File: src/rtl/cr_iu_lockup_rst_ctrl.sv
// Lockup recovery controller: counts down while the core stays locked up and, on expiry,
// raises a committed system reset request to sysio, reporting progress to cp0.
module cr_iu_lockup_rst_ctrl #(
  parameter int CNT_WIDTH = 16
) (
  input  logic                 misc_clk,
  input  logic                 cpurst_b,
  input  logic                 iu_sysio_lockup_on,
  input  logic                 cp0_iu_lkrst_en,
  input  logic [CNT_WIDTH-1:0] cp0_iu_lkrst_timeout,
  input  logic                 retire_lockup_dbg_on,
  input  logic                 sysio_iu_lkrst_ack,
  output logic                 iu_sysio_lkrst_req,
  output logic [CNT_WIDTH-1:0] iu_cp0_lkrst_cnt,
  output logic                 iu_cp0_lkrst_busy,
  output logic                 iu_cp0_lkrst_done
);

  typedef enum logic [1:0] {
    IDLE = 2'd0,
    CNT  = 2'd1,
    REQ  = 2'd2,
    DONE = 2'd3
  } state_e;

  state_e               state_q;
  logic [CNT_WIDTH-1:0] cnt_q;
  logic                 req_q;
  logic                 busy_q;
  logic                 done_q;
  logic                 arm;

  assign arm = cp0_iu_lkrst_en & iu_sysio_lockup_on & ~retire_lockup_dbg_on;

  // Handshake: req is held high from REQ entry until ack is sampled high in REQ;
  // req drops on that same edge and ack seen in any other state is ignored.
  always_ff @(posedge misc_clk or negedge cpurst_b) begin
    if (!cpurst_b) begin
      state_q <= IDLE;
      cnt_q   <= '0;
      req_q   <= 1'b0;
      busy_q  <= 1'b0;
      done_q  <= 1'b0;
    end else begin
      case (state_q)
        IDLE: begin
          if (arm) begin
            state_q <= CNT;
            cnt_q   <= cp0_iu_lkrst_timeout;
            busy_q  <= 1'b1;
          end else begin
            cnt_q   <= '0;
          end
        end
        CNT: begin
          // Cancel wins over expiry so a debugger can always stop the reset.
          if (!arm) begin
            state_q <= IDLE;
            cnt_q   <= '0;
            busy_q  <= 1'b0;
          end else if (cnt_q == '0) begin
            state_q <= REQ;
            busy_q  <= 1'b0;
            req_q   <= 1'b1;
          end else begin
            cnt_q   <= cnt_q - 1'b1;
          end
        end
        REQ: begin
          if (sysio_iu_lkrst_ack) begin
            state_q <= DONE;
            req_q   <= 1'b0;
            done_q  <= 1'b1;
          end
        end
        DONE: begin
          if (!iu_sysio_lockup_on) begin
            state_q <= IDLE;
          end
        end
        default: begin
          state_q <= IDLE;
          cnt_q   <= '0;
          req_q   <= 1'b0;
          busy_q  <= 1'b0;
        end
      endcase
    end
  end

  assign iu_sysio_lkrst_req = req_q;
  assign iu_cp0_lkrst_cnt   = cnt_q;
  assign iu_cp0_lkrst_busy  = busy_q;
  assign iu_cp0_lkrst_done  = done_q;

endmodule

File: config.mk
export PLATFORM = sky130hd
export DESIGN_NAME = cr_iu_lockup_rst_ctrl
export DESIGN_NICKNAME = d
export VERILOG_FILES = /design/src/rtl/cr_iu_lockup_rst_ctrl.sv
export SDC_FILE = /design/constraint.sdc
export NUM_CORES = 1
export LEC_CHECK = 0
export BUFFER_PORTS_ARGS = -buffer_cell sky130_fd_sc_hd__buf_2
export CELL_PAD_IN_SITES_DETAIL_PLACEMENT = 1
export CELL_PAD_IN_SITES_GLOBAL_PLACEMENT = 2
export CORE_MARGIN = 2
export CORE_UTILIZATION = 31
export CTS_BUF_LIST = sky130_fd_sc_hd__clkbuf_4
export DETAILED_ROUTE_END_ITERATION = 6
export PLACE_DENSITY_LB_ADDON = 0.05
export SLEW_MARGIN = 20
export SYNTH_ARGS = -nofsm -noshare
export SYNTH_HDL_FRONTEND = slang
export SYNTH_SLANG_ARGS = --single-unit
export TNS_END_PERCENT = 100
File: constraint.sdc
create_clock -name misc_clk -period 2.5 [get_ports misc_clk]
set_input_delay 0.25 -clock misc_clk [delete_from_list [all_inputs] [get_ports misc_clk]]
set_output_delay 0.25 -clock misc_clk [all_outputs]
set_load 0.005 [all_outputs]
==> results.json, run 1 <==
{
  "overflow": 0,
  "synth_nets": 168,
  "met3_usage": 0.0218,
  "dp_slack_ns": 0.132,
  "seq_area_sq_um": 526,
  "dpl_cell_area_sq_mm": 0.00167,
  "area_delta_synth_final_pct": 29.5,
  "gp_congestion": 0.805,
  "postRouteAntennaNets": 0,
  "place_inst": 244,
  "finalClockSkew_ns": 0.00563,
  "p_comb_frac": 0.578,
  "path_max_fanout": 6,
  "wl_per_cell_microns": 19.0,
  "hold_ws_ns": 0.193,
  "setup_viol": 0,
  "use_met2": 0.330,
  "power_frac_seq": 0.300,
  "io_pins": 41,
  "layout-drive-gt1-share": 0.337,
  "intPower_mw": 0.838,
  "worst_slack_ns": 0.184,
  "use_met1": 0.287,
  "grt_setup_unrepaired": "no",
  "hold_violations": 0,
  "grt_max_degree": 22,
  "final_cells": 249,
  "synth.distinct_cells": 42,
  "antenna_found_initial": 0,
  "worstSetupEndpointType": "flip-flop",
  "p_per_area_mw_per_mm2": 903,
  "max_cap_viol_count": 0,
  "max_freq_mhz": 432,
  "num_rows": 23,
  "fin_util": 0.423,
  "numClockSinks": 21,
  "critical_path_required_ns": 2.75,
  "wirelength_microns": 4730,
  "grt_use_total": 0.204,
  "root_buffer": "clkbuf_4",
  "async_flop_share": 1.00,
  "ys_seq_elements": 21,
  "relSlewSlack": 0.624,
  "hold_path.class": "primary input to flip-flop",
  "clock_path_buffers": 2,
  "synthFlopType": "dfrtp_1",
  "vias_per_cell": 5.78,
  "clkPwrFrac": 0.123,
  "die_x_microns": 69.4,
  "drc": 0,
  "start_kind": "flip-flop",
  "worst_pin_slew_ns": 0.558,
  "vias": 1439,
  "die_h_microns": 69.4,
  "synth_edf_count": 0,
  "cts_tree": "built",
  "synth_area_per_cell_sq_um": 9.14,
  "core_area_sq_mm": 0.00406,
  "antenna_cells": 0,
  "ys_warn_count": 0,
  "critPathKind": "flip-flop to flip-flop",
  "stdcell_area_sq_mm": 0.00172,
  "nets": 223,
  "cts-htree-levels": 1,
  "outcome": "complete, no violations",
  "power_switching_mw": 0.712,
  "crit_arrival_ns": 2.57,
  "grt_pass1_vias": 1447,
  "period_needed_ns": 2.32,
  "syn-instance-count": 145,
  "p_sw_frac": 0.459,
  "die-area_sq_mm": 0.00481,
  "nFillCells": 502,
  "yosysSeqAreaShare": 0.397,
  "syn-cell-area_sq_mm": 0.00133,
  "initial_core_util": 0.327,
  "cts_buffers": 3,
  "clkSlewWorstSetupHoldPaths_ns": 0.13,
  "clock_latency_ns": 0.32,
  "slew_violations": 0,
  "place_hpwl_microns": 3550,
  "io_buffers": 40,
  "total_power_mw": 1.55,
  "initialDrtViolationCount": 60,
  "final.setup.tns_ns": 0,
  "power_leakage_nw": 0.823,
  "first_pass_iters": 4,
  "busiest_layer": "met2",
  "peakVddDrop_uv": 310,
  "finalCritPeriodShare": 0.927,
  "grt_pass1_wl_microns": 7760,
  "multi_input_area_sq_um": 737
}
kinds of logic (layout without fill, tap and decap cells):
kind of cell | count (synthesis) | in the layout | synth area share
AO/OA/AOI/OAI | 56 | 56 | 0.318
adder cells (fa/ha/maj) | 1 | 1 | 0.00944
buffers and inverters | 14 | 68 | 0.0500
flip-flops | 21 | 21 | 0.397
multiplexers | 2 | 2 | 0.0151
AND/OR/NAND/NOR | 51 | 51 | 0.211
worst paths after layout:
path	slack, ns	start	cells past startpoint	end
setup / recovery	0.18	iu_cp0_lkrst_cnt[0]$_DFFE_PN0P_	7	iu_cp0_lkrst_cnt[14]$_DFFE_PN0P_
hold / removal	0.19	sysio_iu_lkrst_ack	2	iu_cp0_lkrst_done$_DFFE_PN0P_
hold reg to reg	0.48	iu_cp0_lkrst_done$_DFFE_PN0P_	1	iu_cp0_lkrst_done$_DFFE_PN0P_
setup reg to reg	0.18	iu_cp0_lkrst_cnt[0]$_DFFE_PN0P_	7	iu_cp0_lkrst_cnt[14]$_DFFE_PN0P_
max in group asynchronous	1.73	cpurst_b	2	iu_cp0_lkrst_cnt[0]$_DFFE_PN0P_
min in group asynchronous	0.42	cpurst_b	2	iu_cp0_lkrst_cnt[10]$_DFFE_PN0P_
flip-flops by register name, summed over array words and instances (netlist names), named ones only:
name                count
state_q                 1
iu_cp0_lkrst_cnt       16
iu_sysio_lkrst_req      1
iu_cp0_lkrst_busy       1
iu_cp0_lkrst_done       1
area by class of cell:
cell class                      instances  area share
Multi-Input combinational cell        110       0.430
Sequential cell                        21       0.306
Timing Repair Buffer                   58       0.197
Tap cell                               50      0.0365
Clock buffer                            4      0.0175
Inverter                                6      0.0131
power by group through the flow:
| stage | sequential, mW | clock, mW | combinational (mW) |
|---|---|---|---|
| floorplan | 0.476 | 0 | 0.502 |
| global placement | 0.469 | 0 | 0.878 |
| detailed placement | 0.472 | 0 | 0.882 |
| CTS | 0.464 | 0.202 | 0.889 |
| global route | 0.476 | 0.213 | 0.973 |
| finish | 0.464 | 0.190 | 0.895 |
cells in the final DEF (no fill, tap or decap), types with 2 or more instances in the layout:
cell type  count
or3_1          4
o21ai_0        7
nand2_1        8
or4_1          3
inv_1          6
a32oi_1        2
o22ai_1        5
and3_1         3
a21oi_1        8
clkbuf_4       4
buf_2         40
buf_4         17
a22oi_1        4
o211ai_1       5
a31oi_1        4
dfrtp_1       21
nor2b_1        2
o2bb2ai_1      4
mux2i_1        2
o311ai_0       2
nor4_1         4
nand3_1        4
o31ai_1        4
nor2_1        10
nor3_1         6
a2bb2oi_1      3
critical path, cell delays in order, from the launching register on:
cell and delay, ns:
dfrtp_1 0.42, inv_1 0.10, ha_1 0.20, or4bb_1 0.52, or4_4 0.48, buf_4 0.19
o2bb2a_4 0.19, o22ai_1 0.15
cells in the mapped netlist (3+ instances only):
| cell | count | area share |
|---|---|---|
| a21oi_1 | 8 | 0.030 |
| a22oi_1 | 4 | 0.023 |
| a2bb2oi_1 | 3 | 0.020 |
| a31oi_1 | 4 | 0.019 |
| and3_1 | 3 | 0.014 |
| clkbuf_1 | 4 | 0.011 |
| dfrtp_1 | 21 | 0.40 |
| inv_1 | 6 | 0.017 |
| nand2_1 | 8 | 0.023 |
| nand3_1 | 4 | 0.015 |
| nor2_1 | 10 | 0.028 |
| nor3_1 | 6 | 0.023 |
| nor4_1 | 4 | 0.019 |
| o211ai_1 | 5 | 0.028 |
| o21ai_0 | 7 | 0.026 |
| o22ai_1 | 5 | 0.024 |
| o2bb2ai_1 | 4 | 0.026 |
| o31ai_1 | 4 | 0.023 |
| or3_1 | 4 | 0.019 |
| or4_1 | 4 | 0.023 |
repair_timing:
item / CTS / global route
hold buffers: 1 / 0
hold endpoints to repair: 21 / 0
resized for setup: 0 / 1
setup endpoints to repair: 0 / 8
buffers inserted: 0 / 0
routing by layer:
layer,vias up,share of wire
met5,-,0
met4,0,0.015
met3,6,0.055
met2,46,0.48
met1,709,0.45
li1,678,-
No activity file was read; power rests on OpenSTA's default activity.
==> inputs of run 2 (changes only) <==
--- a/config.mk
+++ b/config.mk
@@ -9,7 +9,7 @@
 export CELL_PAD_IN_SITES_DETAIL_PLACEMENT = 1
 export CELL_PAD_IN_SITES_GLOBAL_PLACEMENT = 2
 export CORE_MARGIN = 2
-export CORE_UTILIZATION = 31
+export CORE_UTILIZATION = 33
 export CTS_BUF_LIST = sky130_fd_sc_hd__clkbuf_4
 export DETAILED_ROUTE_END_ITERATION = 6
 export PLACE_DENSITY_LB_ADDON = 0.05
==> constraint.sdc (replaced) <==
create_clock -name misc_clk -period 3 [get_ports misc_clk]
set_input_delay 0.3 -clock misc_clk [delete_from_list [all_inputs] [get_ports misc_clk]]
set_output_delay 0.3 -clock misc_clk [all_outputs]
set_load 0.005 [all_outputs]
==> results.json, run 2 (synthesis results as in run 1) <==
{
  "period_needed_ns": 2.60,
  "antenna_cells": 0,
  "hold_violations": 0,
  "gp_congestion": 0.817,
  "worst_pin_slew_ns": 0.766,
  "grt_pass1_vias": 1419,
  "hold_path.class": "primary input to flip-flop",
  "largest_reg_flops": 16,
  "first_pass_iters": 4,
  "critPathKind": "flip-flop to flip-flop",
  "place_hpwl_microns": 3340,
  "initial_core_util": 0.336,
  "clock_path_buffers": 2,
  "hold_ws_ns": 0.254,
  "start_kind": "flip-flop",
  "die_h_microns": 67.4,
  "finalClockSkew_ns": 0.0125,
  "finalCritPeriodShare": 0.866,
  "drc": 0,
  "grt_use_total": 0.212,
  "fin_util": 0.415,
  "numClockSinks": 21,
  "relSlewSlack": 0.484,
  "setup_viol": 0,
  "max_freq_mhz": 385,
  "initialDrtViolationCount": 43,
  "p_per_area_mw_per_mm2": 737,
  "critical_path_required_ns": 3.18,
  "io_pins": 41,
  "die_x_microns": 67.4,
  "root_buffer": "clkbuf_4",
  "final.setup.tns_ns": 0,
  "wirelength_microns": 4470,
  "cts_buffers": 3,
  "vias_per_cell": 5.79,
  "io_buffers": 40,
  "grt_pass1_wl_microns": 7220,
  "peakVddDrop_uv": 333,
  "layout-drive-gt1-share": 0.296,
  "dpl_cell_area_sq_mm": 0.00160,
  "crit_arrival_ns": 2.78,
  "final_cell_mix": "buf_2 (40), dfrtp_1 (21), nor2_1 (10)",
  "clock_latency_ns": 0.31,
  "clkSlewWorstSetupHoldPaths_ns": 0.14,
  "stdcell_area_sq_mm": 0.00164,
  "worstSetupEndpointType": "flip-flop",
  "outcome": "complete, no violations",
  "postRouteAntennaNets": 0,
  "slew_violations": 0,
  "nets": 213,
  "num_rows": 23,
  "wl_per_cell_microns": 18.7,
  "overflow": 0,
  "core_area_sq_mm": 0.00394,
  "grt_max_degree": 22,
  "grt_setup_unrepaired": "no",
  "die-area_sq_mm": 0.00454,
  "vias": 1384,
  "max_cap_viol_count": 0,
  "antenna_found_initial": 0,
  "layout_commonest_cell": "buf_2",
  "power_leakage_nw": 0.771,
  "cts-htree-levels": 1,
  "path_max_fanout": 13,
  "cts_tree": "built",
  "area_delta_synth_final_pct": 23.5,
  "cts_resized": 0
}
-- run 2: metrics by stage --
step | setup slack, ns | instances | total power [mW]
detailed placement | 0.405 | 234 | 1.06
floorplan | 0.765 | 145 | 0.816
global route | 0.289 | 239 | 1.30
global placement | 0.499 | 234 | 1.05
finish | 0.401 | 239 | 1.21
CTS | 0.402 | 239 | 1.22
-- run 2: final timing paths --
path                                                 start                                to  slack [ns]  cells after the start
min reg2reg                  iu_cp0_lkrst_done$_DFFE_PN0P_     iu_cp0_lkrst_done$_DFFE_PN0P_        0.49                      1
max reg2reg                iu_cp0_lkrst_cnt[0]$_DFFE_PN0P_   iu_cp0_lkrst_cnt[2]$_DFFE_PN0P_        0.40                      6
min                                     sysio_iu_lkrst_ack     iu_cp0_lkrst_done$_DFFE_PN0P_        0.25                      2
min in group asynchronous                         cpurst_b  iu_cp0_lkrst_cnt[10]$_DFFE_PN0P_        0.48                      2
max                        iu_cp0_lkrst_cnt[0]$_DFFE_PN0P_   iu_cp0_lkrst_cnt[2]$_DFFE_PN0P_        0.40                      6
max in group asynchronous                         cpurst_b   iu_cp0_lkrst_cnt[3]$_DFFE_PN0P_        2.16                      2
-- run 2: cell type report --
class / count / area, sq um
timing repair buffer: 48 / 263
sequential: 21 / 526
clock buffer: 4 / 30.0
multi-input combinational: 110 / 733
inverter: 6 / 22.5
fill: 492 / 2310
tap: 50 / 62.6
-- run 2: power by group --
part | internal, mW | switching, mW | total, mW
logic | 0.241 | 0.408 | 0.649
registers | 0.338 | 0.0634 | 0.401
clock network | 0.0608 | 0.0950 | 0.156
-- run 2: timing repair --
action / CTS / global route
hold endpoints to repair: 21 / 0
setup buffers: 0 / 0
hold buffers: 1 / 0
-- run 2: metal layers --
metal  vias up  GRT usage  share of wire
li1        660          -              -
met4         0     0.0383         0.0047
met5         -          0              0
met3         2     0.0233          0.039
met2        26      0.370           0.50
met1       696      0.286           0.46
-- run 2: critical path: stages (launching register included) --
cell,delay (ns)
dfrtp_1,0.43
inv_1,0.11
ha_1,0.21
or4bb_1,0.51
or4_1,0.63
o21ai_4,0.43
o21ai_0,0.16
==> inputs of run 3 (changes only) <==
--- a/config.mk
+++ b/config.mk
@@ -5,11 +5,11 @@
 export SDC_FILE = /design/constraint.sdc
 export NUM_CORES = 1
 export LEC_CHECK = 0
+export ABC_AREA = 1
 export BUFFER_PORTS_ARGS = -buffer_cell sky130_fd_sc_hd__buf_2
 export CELL_PAD_IN_SITES_DETAIL_PLACEMENT = 1
 export CELL_PAD_IN_SITES_GLOBAL_PLACEMENT = 2
-export CORE_MARGIN = 2
-export CORE_UTILIZATION = 33
+export CORE_UTILIZATION = 30
 export CTS_BUF_LIST = sky130_fd_sc_hd__clkbuf_4
 export DETAILED_ROUTE_END_ITERATION = 6
 export PLACE_DENSITY_LB_ADDON = 0.05
==> results.json, run 3 <==
{
  "synth_area_per_cell_sq_um": 6.50,
  "clock_path_buffers": 2,
  "antenna_cells": 0,
  "hold_violations": 0,
  "numClockSinks": 21,
  "max_cap_viol_count": 0,
  "slowest_delay_ns": 0.41,
  "yosys.area.top_type_share": 0.361,
  "cts-htree-levels": 1,
  "async_flop_share": 1.00,
  "final.setup.tns_ns": 0,
  "yosysSeqAreaShare": 0.361,
  "synth_most_common_cell": "nand2_1",
  "r2r_setup_slack_ns": 0.94,
  "p_per_area_mw_per_mm2": 787,
  "overflow": 0,
  "cts_resized": 0,
  "total_power_mw": 1.35,
  "first_pass_iters": 4,
  "finalClockSkew_ns": 0.00256,
  "final_cell_mix": "nand2_1 (80), buf_2 (40), nor2_1 (35)",
  "grt_use_total": 0.190,
  "synth_top_family_by_area": "simple AND/OR/NAND/NOR gates",
  "ys_warn_count": 0,
  "antenna_found_initial": 0,
  "hold_path.class": "primary input to flip-flop",
  "grt_pass1_vias": 1506,
  "critPathSlowestCell": "dfrtp_1",
  "max_freq_mhz": 485,
  "die_x_microns": 71.6,
  "num_rows": 24,
  "vias": 1499,
  "synth-simple-area-share": 0.423,
  "hold_ws_ns": 0.270,
  "initial_core_util": 0.323,
  "syn-cell-area_sq_mm": 0.00146,
  "io_buffers": 40,
  "slew_violations": 0,
  "reg2reg_to": "iu_cp0_lkrst_cnt[8]$_DFFE_PN0P_",
  "worstPathCellList": "inv_1, ha_1, nand3_1, nor2_2, nand3_2, nand2_2, inv_2, nand2_1, o21ai_2",
  "grt_setup_unrepaired": "no",
  "r2r-start": "iu_cp0_lkrst_cnt[0]$_DFFE_PN0P_",
  "layout-drive-gt1-share": 0.231,
  "synth_area_leader_cell": "dfrtp_1",
  "synth_edf_count": 0,
  "critical_path_required_ns": 3.21,
  "layout_commonest_cell": "nand2_1",
  "cts_setup_buffers": 0,
  "relSlewSlack": 0.646,
  "synth_nets": 247,
  "clkSlewWorstSetupHoldPaths_ns": 0.13,
  "final_cells": 316,
  "clock_latency_ns": 0.31,
  "whs_path_depth": 5,
  "synthXorXnorAreaFrac": 0,
  "min_to": "iu_cp0_lkrst_cnt[13]$_DFFE_PN0P_",
  "synth_fa_ha_area_frac": 0.00860,
  "cts_buffers": 3,
  "crit_arrival_ns": 2.27,
  "largest_reg_flops": 16,
  "wl_per_cell_microns": 13.8,
  "power_leakage_nw": 1.00,
  "postRouteAntennaNets": 0,
  "place_inst": 311,
  "nets": 288,
  "synth-compound-area-share": 0.107,
  "initialDrtViolationCount": 49,
  "core_area_sq_mm": 0.00450,
  "wirelength_microns": 4370,
  "area_delta_synth_final_pct": 17.6,
  "critPathKind": "flip-flop to flip-flop",
  "peakVddDrop_uv": 220,
  "root_buffer": "clkbuf_4",
  "synth.area.mux_share": 0,
  "grt_pass1_wl_microns": 7500,
  "synth.distinct_cells": 22,
  "outcome": "complete, no violations",
  "worstSetupEndpointType": "flip-flop",
  "io_pins": 41,
  "syn-instance-count": 224,
  "start_kind": "flip-flop",
  "vias_per_cell": 4.74,
  "path_max_fanout": 20,
  "place_hpwl_microns": 3290,
  "synthFlopType": "dfrtp_1",
  "synth_commonest_cells": "nand2_1 (80), nor2_1 (35), dfrtp_1 (21), inv_1 (20), nand3_1 (17)",
  "setup_viol": 0,
  "worst_pin_slew_ns": 0.531,
  "grt_max_degree": 22,
  "die_h_microns": 71.6,
  "ys_seq_elements": 21,
  "reg2reg_depth": 9,
  "gp_congestion": 0.785,
  "fin_util": 0.380,
  "finalCritPeriodShare": 0.687,
  "period_needed_ns": 2.06,
  "drc": 0,
  "nFillCells": 616,
  "cts_tree": "built",
  "die-area_sq_mm": 0.00513,
  "synth.area.top_cells": "dfrtp_1 (36%), nand2_1 (21%), nor2_1 (9.0%)",
  "hp-start": "cp0_iu_lkrst_timeout[13]"
}
==> run 3: cell types whose count changed in the layout (fill, tap and decap cells not counted), moves of 6 or more <==
cell,delta
nand2_1,+72
nor2_1,+25
inv_1,+14
nand3_1,+13
o21ai_0,+8
buf_4,-6
==> run 3: worst max-delay path by stage <==
| stage | start | to | depth (start not counted) | slack (ns) |
|---|---|---|---|---|
| after floorplan | iu_cp0_lkrst_cnt[0]$_DFFE_PN0P_ | iu_cp0_lkrst_cnt[8]$_DFFE_PN0P_ | 10 | 1.41 |
| after global placement | iu_cp0_lkrst_cnt[0]$_DFFE_PN0P_ | iu_cp0_lkrst_cnt[8]$_DFFE_PN0P_ | 9 | 1.05 |
| final | iu_cp0_lkrst_cnt[0]$_DFFE_PN0P_ | iu_cp0_lkrst_cnt[8]$_DFFE_PN0P_ | 9 | 0.94 |
| after global routing | iu_cp0_lkrst_cnt[0]$_DFFE_PN0P_ | iu_cp0_lkrst_cnt[3]$_DFFE_PN0P_ | 9 | 0.73 |
| after CTS | iu_cp0_lkrst_cnt[0]$_DFFE_PN0P_ | iu_cp0_lkrst_cnt[8]$_DFFE_PN0P_ | 9 | 0.92 |
| after detailed placement | iu_cp0_lkrst_cnt[0]$_DFFE_PN0P_ | iu_cp0_lkrst_cnt[8]$_DFFE_PN0P_ | 9 | 0.94 |
==> run 3: area by class of cell <==
class / instances / area (sq um) / area share
multi-input combinational: 173 / 783 / 0.458
sequential: 21 / 526 / 0.307
timing repair buffer: 42 / 218 / 0.127
inverter: 24 / 90.1 / 0.0526
tap: 52 / 65.1 / 0.0380
clock buffer: 4 / 30.0 / 0.0175
==> run 3: cell families after synthesis <==
group,count (synthesis)
flip-flops,21
adder cells (fa/ha/maj),1
buffers and inverters,30
AND/OR/NAND/NOR,145
AO/OA/AOI/OAI,27
==> run 3: through the flow <==
step / setup WS, ns / cell area (sq um)
2_1_floorplan: 1.41 / 1460
3_3_place_gp: 1.05 / 1670
3_5_place_dp: 0.939 / 1670
4_1_cts: 0.915 / 1710
5_1_grt: 0.726 / 1710
6_report: 0.938 / 1710
==> run 3: worst max-delay path: cells and delay by family, from the launching register on <==
| kind | cells | cell delay (ns) |
|---|---|---|
| buffers and inverters | 2 | 0.35 |
| AO/OA/AOI/OAI | 1 | 0.05 |
| adder cells (fa/ha/maj) | 1 | 0.26 |
| AND/OR/NAND/NOR | 5 | 0.86 |
| flip-flops | 1 | 0.41 |
==> run 3: layer usage <==
layer | global-route usage | share of wire | routed length (microns)
met1 | 0.271 | 0.52 | 2250
met5 | 0 | 0 | 0
met3 | 0.0169 | 0.018 | 78
met2 | 0.308 | 0.46 | 2020
met4 | 0.0523 | 0.0050 | 22
==> run 3: power by group <==
group	internal, mW	total, mW	switching [mW]
Clock	0.0610	0.158	0.0974
Sequential	0.357	0.436	0.0791
Combinational	0.252	0.753	0.501
Total	0.670	1.35	0.677
==> run 3: what timing repair did <==
action / 4_1_cts / 5_1_grt
setup endpoints to repair: 0 / 0
endpoints found under the hold margin: 21 / 0
hold buffers: 1 / 0
